`config.mk`:
```
export PLATFORM = sky130hd
export DESIGN_NAME = sdram_arbit
export DESIGN_NICKNAME = d
export VERILOG_FILES = /design/src/rtl/sdram_pkg.sv /design/src/rtl/sdram_cmd_mux.sv /design/src/rtl/sdram_arbit.sv
export SDC_FILE = /design/constraint.sdc
export NUM_CORES = 1
export LEC_CHECK = 0
export CAP_MARGIN = 20
export CORE_ASPECT_RATIO = 1.25
export CORE_MARGIN = 2
export CORE_UTILIZATION = 27
export CTS_CLUSTER_SIZE = 20
export DETAILED_ROUTE_END_ITERATION = 10
export PLACE_DENSITY = 0.87
export RECOVER_POWER = 25
export SYNTH_ARGS = -nofsm -noshare
export SYNTH_HDL_FRONTEND = slang
export SYNTH_HIERARCHICAL = 1
export SYNTH_SLANG_ARGS = --single-unit
```
`constraint.sdc`:
```
create_clock -name arb_clk -period 2 [get_ports arb_clk]
set_input_delay 0.4 -clock arb_clk [delete_from_list [all_inputs] [get_ports arb_clk]]
set_output_delay 0.4 -clock arb_clk [all_outputs]
set_load 0.02 [all_outputs]
```
`src/rtl/sdram_pkg.sv`:
```
// Shared SDRAM definitions: command codes {CS#,RAS#,CAS#,WE#}, arbiter state
// encoding and default bus widths.
package sdram_pkg;

  localparam int ADDR_W_DEF = 13;
  localparam int BA_W_DEF   = 2;
  localparam int DATA_W_DEF = 16;

  localparam logic [3:0] CMD_NOP        = 4'b0111;
  localparam logic [3:0] CMD_PRECHARGE  = 4'b0010;
  localparam logic [3:0] CMD_AT_REF     = 4'b0001;
  localparam logic [3:0] CMD_MREG_SET   = 4'b0000;
  localparam logic [3:0] CMD_ACTIVE     = 4'b0011;
  localparam logic [3:0] CMD_WRITE      = 4'b0100;
  localparam logic [3:0] CMD_READ       = 4'b0101;
  localparam logic [3:0] CMD_BURST_STOP = 4'b0110;

  typedef enum logic [2:0] {
    ST_INIT  = 3'd0,
    ST_ARBIT = 3'd1,
    ST_AREF  = 3'd2,
    ST_WRITE = 3'd3,
    ST_READ  = 3'd4
  } arb_state_e;

endpackage

```
`src/rtl/sdram_cmd_mux.sv`:
```
// Selects the command, bank and address driven onto the SDRAM pins from the
// requester that currently owns the bus.
module sdram_cmd_mux
  import sdram_pkg::*;
#(
  parameter int ADDR_W = ADDR_W_DEF,
  parameter int BA_W   = BA_W_DEF
) (
  input  arb_state_e        state_i,
  input  logic [3:0]        init_cmd_i,
  input  logic [BA_W-1:0]   init_ba_i,
  input  logic [ADDR_W-1:0] init_addr_i,
  input  logic [3:0]        aref_cmd_i,
  input  logic [BA_W-1:0]   aref_ba_i,
  input  logic [ADDR_W-1:0] aref_addr_i,
  input  logic [3:0]        wr_cmd_i,
  input  logic [BA_W-1:0]   wr_ba_i,
  input  logic [ADDR_W-1:0] wr_addr_i,
  input  logic [3:0]        rd_cmd_i,
  input  logic [BA_W-1:0]   rd_ba_i,
  input  logic [ADDR_W-1:0] rd_addr_i,
  output logic [3:0]        cmd_o,
  output logic [BA_W-1:0]   ba_o,
  output logic [ADDR_W-1:0] addr_o
);

  always_comb begin
    cmd_o  = CMD_NOP;
    ba_o   = '1;
    addr_o = '1;
    case (state_i)
      ST_INIT: begin
        cmd_o  = init_cmd_i;
        ba_o   = init_ba_i;
        addr_o = init_addr_i;
      end
      ST_AREF: begin
        cmd_o  = aref_cmd_i;
        ba_o   = aref_ba_i;
        addr_o = aref_addr_i;
      end
      ST_WRITE: begin
        cmd_o  = wr_cmd_i;
        ba_o   = wr_ba_i;
        addr_o = wr_addr_i;
      end
      ST_READ: begin
        cmd_o  = rd_cmd_i;
        ba_o   = rd_ba_i;
        addr_o = rd_addr_i;
      end
      default: ;
    endcase
  end

endmodule

```
`src/rtl/sdram_arbit.sv`:
```
// Fixed-priority (refresh > write > read) owner of the SDRAM command bus,
// held by the init sequencer until init_end.
module sdram_arbit
  import sdram_pkg::*;
#(
  parameter int ADDR_W = ADDR_W_DEF,
  parameter int BA_W   = BA_W_DEF,
  parameter int DATA_W = DATA_W_DEF
) (
  input  logic              arb_clk,
  input  logic              arb_rst_n,
  input  logic [3:0]        init_cmd,
  input  logic [BA_W-1:0]   init_ba,
  input  logic [ADDR_W-1:0] init_addr,
  input  logic              init_end,
  input  logic              aref_req,
  input  logic [3:0]        aref_cmd,
  input  logic [BA_W-1:0]   aref_ba,
  input  logic [ADDR_W-1:0] aref_addr,
  input  logic              aref_end,
  output logic              aref_en,
  input  logic              wr_req,
  input  logic [3:0]        wr_cmd,
  input  logic [BA_W-1:0]   wr_ba,
  input  logic [ADDR_W-1:0] wr_addr,
  input  logic              wr_end,
  output logic              wr_en,
  input  logic [DATA_W-1:0] wr_data,
  input  logic              wr_sdram_en,
  input  logic              rd_req,
  input  logic [3:0]        rd_cmd,
  input  logic [BA_W-1:0]   rd_ba,
  input  logic [ADDR_W-1:0] rd_addr,
  input  logic              rd_end,
  output logic              rd_en,
  output logic              sdram_cke,
  output logic              sdram_cs_n,
  output logic              sdram_ras_n,
  output logic              sdram_cas_n,
  output logic              sdram_we_n,
  output logic [BA_W-1:0]   sdram_ba,
  output logic [ADDR_W-1:0] sdram_addr,
  output logic [DATA_W-1:0] sdram_dq_out,
  output logic              sdram_dq_oe
);

  arb_state_e state_q, state_d;
  logic       aref_en_q, wr_en_q, rd_en_q;
  logic [3:0] cmd;

  // Grants are registered copies of the next state, so each enable rises with
  // entry into its state and falls on the edge that samples *_end.
  always_ff @(posedge arb_clk) begin
    if (!arb_rst_n) begin
      state_q   <= ST_INIT;
      aref_en_q <= 1'b0;
      wr_en_q   <= 1'b0;
      rd_en_q   <= 1'b0;
    end else begin
      state_q   <= state_d;
      aref_en_q <= (state_d == ST_AREF);
      wr_en_q   <= (state_d == ST_WRITE);
      rd_en_q   <= (state_d == ST_READ);
    end
  end

  always_comb begin
    state_d = state_q;
    case (state_q)
      ST_INIT:  if (init_end) state_d = ST_ARBIT;
      ST_ARBIT: begin
        if (aref_req)      state_d = ST_AREF;
        else if (wr_req)   state_d = ST_WRITE;
        else if (rd_req)   state_d = ST_READ;
      end
      ST_AREF:  if (aref_end) state_d = ST_ARBIT;
      ST_WRITE: if (wr_end)   state_d = ST_ARBIT;
      ST_READ:  if (rd_end)   state_d = ST_ARBIT;
      default:  state_d = ST_INIT;
    endcase
  end

  always_comb begin
    sdram_dq_oe  = (state_q == ST_WRITE) && wr_sdram_en;
    sdram_dq_out = sdram_dq_oe ? wr_data : '0;
  end

  sdram_cmd_mux #(
    .ADDR_W (ADDR_W),
    .BA_W   (BA_W)
  ) u_cmd_mux (
    .state_i     (state_q),
    .init_cmd_i  (init_cmd),
    .init_ba_i   (init_ba),
    .init_addr_i (init_addr),
    .aref_cmd_i  (aref_cmd),
    .aref_ba_i   (aref_ba),
    .aref_addr_i (aref_addr),
    .wr_cmd_i    (wr_cmd),
    .wr_ba_i     (wr_ba),
    .wr_addr_i   (wr_addr),
    .rd_cmd_i    (rd_cmd),
    .rd_ba_i     (rd_ba),
    .rd_addr_i   (rd_addr),
    .cmd_o       (cmd),
    .ba_o        (sdram_ba),
    .addr_o      (sdram_addr)
  );

  assign {sdram_cs_n, sdram_ras_n, sdram_cas_n, sdram_we_n} = cmd;
  assign sdram_cke = 1'b1;
  assign aref_en   = aref_en_q;
  assign wr_en     = wr_en_q;
  assign rd_en     = rd_en_q;

endmodule

```
# --- Yosys cells after proc, flatten, opt, wreduce, memory -nomap -nowiden ---
# Cells that the tools add are included.
word_totals:
  in_bits: 102
  elab_cells: 25
  register_bits: 6
  out_inout_bits: 40
op_classes:
  muxes: 12
  n_reduce_logical: 2
  eq_ne: 7
op_table:
  columns: ["operator", "count"]
  rows:
  - ["one-hot mux 13 bit (4 select lines)", 1]
  - ["2-to-1 mux 3 bit", 7]
  - ["2-to-1 mux 16 bit", 1]
  - ["one-hot mux 4 bit (4 select lines)", 1]
  - ["one-hot mux 3 bit (5 select lines)", 1]
  - ["equality test 3 x 2 -> 1 bit, second input constant", 4]
  - ["one-hot mux 2 bit (4 select lines)", 1]
  - ["equality test 3 bit, second input constant", 2]
  - ["equality test 3 x 1 -> 1 bit, second input constant", 1]
  - ["logical NOT 3 bit", 1]
  - ["logical AND 1 bit", 1]

# --- Depth between registers and ports, before layout ---
logic_depth:
  ltp_word: 5
  ltp_mapped: 4

# --- Cells and area by module ---
# The synthesis kept the hierarchy.
by_module_without_submodules:
  columns: ["mod", "instances", "cells_each", "area_per_inst_um2"]
  rows:
  - ["sdram_cmd_mux", 1, 91, 827.0]
  - ["sdram_arbit", 1, 45, 385.4]

# --- Worst setup path before layout ---
# No wires, ideal clock.
synth_path:
  path_kind: "reg2out"
  start: "register state_q[1]"
  end: "output port sdram_addr[0]"
  path_stages_with_launch: 5
  slack_ps: 150
  required_ps: 1600
  n_path_buf: 2
  arrival_time_ps: 1450
  path_cell_list: "dfxtp_1 buf_6 buf_12 mux2i_1 a221oi_1"
synth_via:
  elab_chain_cells: 2
  elab_cells_between_ends: 5
  classes_between: "eq/ne: 3; mux: 1; reduce/logical: 1"
synth_rtl:
  columns: ["element", "line", "rtl"]
  rows:
  - ["from (decl)", "sdram_arbit.sv:47", "arb_state_e state_q, state_d;"]
  - ["from (signal assigned)", "sdram_arbit.sv:60", "state_q <= state_d;"]
  - ["equality test 3 bit (tied with other cells)", "sdram_cmd_mux.sv:31", "case (state_i)"]
  - ["one-hot mux 13 bit (4 select lines) (*)", "sdram_cmd_mux.sv:31", null]
  - ["to (decl)", "sdram_arbit.sv:42", "output logic [ADDR_W-1:0] sdram_addr,"]
# Mark *: on every way between the ends. The rest lies on a longest branch, timed or not.

# --- Worst setup path in the final report ---
layout_path:
  start: "input port aref_addr[11]"
  end: "output port sdram_addr[11]"
layout_via:
  elab_chain_cells: 1
layout_rtl:
  columns: ["element", "line", "rtl"]
  rows:
  - ["from (decl)", "sdram_arbit.sv:19", "input logic [ADDR_W-1:0] aref_addr,"]
  - ["one-hot mux 13 bit (4 select lines)", "sdram_cmd_mux.sv:31", null]
# Every way passes these cells.

==> flow_summary.json <==
{
  "num_vias": 1661,
  "startpoint_type": "primary input",
  "ys_ff_latch": 6,
  "cts_made_buffers": 3,
  "port_buffers": 140,
  "maxCapViolations": 0,
  "post_synth_and_or_nand_nor_area_fraction": 0.373,
  "gp_congestion": 0.767,
  "max_freq_mhz": 510,
  "syn_area_per_cell_um2": 8.91,
  "cts_tree": "done",
  "status": "finished clean",
  "reg2reg_slack_ps": 640,
  "fin_cells": 341,
  "start_util": 0.278,
  "wl_per_cell_um": 15.9,
  "synth-main-ff-cell": "dfxtp_1",
  "nNetsFinal": 387,
  "setup_viol": 0,
  "synth_top_family_by_area": "simple AND/OR/NAND/NOR gates",
  "design.die.area_um2": 5050,
  "place_inst": 333,
  "rr_endpoint": "wr_en",
  "grt-ovfl-total": 0,
  "cp_cell_sequence": "clkdlybuf4s50_1 > mux2i_1 > a221oi_2 > clkdlybuf4s15_1",
  "final.setup.worst_slack_ps": 38.4,
  "crit_type": "in2out",
  "whs_ps": 691,
  "die_x_um": 63.9,
  "boundaryPins": 142,
  "postSynth.asyncResetShare": 0,
  "post_dp_cell_area_um2": 2710,
  "drt-initial-drc-count": 53,
  "coreArea_um2": 4360,
  "fin_skew_ps": 4.67,
  "final_cell_area_um2": 2770,
  "arrival_ps": 1560,
  "vdd_drop_max_mv": 0.440,
  "htree_levels": 1,
  "r2r_start": "state_q[0]",
  "grt_pass1_vias": 1658,
  "hp-class": "reg2reg",
  "endpoint_kind": "primary output",
  "ant_nets": 0,
  "critPathMaxStageDelay_ps": 470,
  "grt_pass1_wl_um": 7970,
  "rows": 27,
  "setup_tns_ps": 0,
  "drt-pass1-iter-count": 3,
  "postLayoutCoreUtil": 0.635,
  "antenna_found_initial": 0,
  "synth-seq-area-share": 0.0991,
  "crit_fanout": 1,
  "syn_inst": 136,
  "drive_gt1_frac": 0.300,
  "synth_area_um2": 1210,
  "crit_start": "aref_addr[11]",
  "cts.path.max_buffers": 2,
  "cp_slowest_cell": "clkdlybuf4s50_1",
  "crit_end": "sdram_addr[11]",
  "synth_compound_area_frac": 0.227,
  "rsz0062_at_grt": "false",
  "grt_max_degree": 30,
  "synth_edf_count": 0,
  "required_ps": 1600,
  "clk_latency_ps": 230,
  "final_hold_viol_count": 0,
  "yosysUniqueCellTypes": 30,
  "layout_commonest_cell": "clkdlybuf4s50_1",
  "clk_pin_slew_ps": 40,
  "fin_crit_sh": 0.981,
  "syn2layout_area_growth_pct": 128,
  "timing.final.crit_period_ps": 1960,
  "slew_viol_final": 0,
  "power_mw": 0.956,
  "vias_per_cell": 4.87,
  "layout_common_cells": "clkdlybuf4s50_1 (99), buf_2 (23), mux2i_1 (20), nor2_1 (20), and2_1 (16)",
  "synth_nets": 238,
  "power_density_nw_per_um2": 346,
  "r2r_cells": 5,
  "synth_xor_area_frac": 0,
  "yosys_warnings": 6,
  "whs_path_depth": 2,
  "wirelength_um": 5430,
  "track_usage": 0.197,
  "numClockSinks": 6,
  "n_antenna_cell": 0,
  "p_leak_nw": 1.07,
  "root_buffer": "clkbuf_8",
  "synth_fa_ha_area_frac": 0,
  "drc": 0,
  "synth_mux_area_frac": 0.187,
  "dp_hpwl_um": 4140,
  "place_ws_ps": -402,
  "die_height_um": 78.9
}
## registers in the layout, summed over array words and instances (netlist names)
register and count:
state_q 3, aref_en 1, rd_en 1, wr_en 1
## worst min path at each step
| stage | from | end | slack, ps |
|---|---|---|---|
| final | state_q[1] | state_q[2] | 690 |
| after detailed placement | state_q[1] | rd_en | 780 |
| after global routing | state_q[1] | state_q[2] | 710 |
| after CTS | state_q[1] | state_q[2] | 690 |
| after global placement | state_q[1] | state_q[2] | 770 |
| after floorplan | arb_rst_n | state_q[0] | 520 |
## cell usage after synthesis (2+ instances only)
cell type	n	area (µm²)
clkbuf_1	3	11.3
a221oi_2	12	180
nor3b_1	2	15.0
and4b_1	2	20.0
and2_1	17	106
a221oi_1	6	52.6
dfxtp_1	6	120
nor2b_1	3	18.8
buf_12	2	40.0
buf_2	4	20.0
nor4bb_1	17	170
nor2_1	20	75.1
inv_1	2	7.51
buf_6	3	33.8
buf_4	3	22.5
mux2i_1	20	200
## worst max-delay path, delay by kind of cell
| family | cells | cell delay, ps |
|---|---|---|
| mux | 1 | 80 |
| compound gates | 1 | 270 |
| buf+inv | 2 | 810 |
## area by class of cell
| class | count | area (µm²) |
|---|---|---|
| clock buffers | 3 | 41.3 |
| fillers | 384 | 1590 |
| inverters | 2 | 7.51 |
| multi-input cells | 113 | 1070 |
| well taps | 58 | 72.6 |
| repair buffers | 159 | 1450 |
| flip-flops and latches | 6 | 126 |
## repair_timing
| item | 4_1_cts | 5_1_grt |
|---|---|---|
| hold buffers | 0 | 0 |
| setup buffers | 3 | 1 |
| pin swaps | 1 | 0 |
| setup endpoints to repair | 36 | 21 |
| gates cloned | 0 | 1 |
| gates resized for setup | 118 | 37 |
## power breakdown
| group | internal, mW | switching (mW) | leakage [nW] |
|---|---|---|---|
| Clock | 0.130 | 0.0555 | 0.0216 |
| Combinational | 0.381 | 0.251 | 0.995 |
| Sequential | 0.127 | 0.0118 | 0.0504 |
| Total | 0.638 | 0.318 | 1.07 |
## per-layer routing
layer	track usage	part of all wire
met4	0.0587	0.015
met5	0	0
met3	0.0241	0.057
met2	0.373	0.53
met1	0.226	0.40
## cells by family after synthesis
| family | Yosys count |
|---|---|
| simple gates | 66 |
| compound gates | 24 |
| mux | 22 |
| other cells | 1 |
| buf+inv | 17 |
| flops | 6 |
No activity file was read; power rests on OpenSTA's default activity.
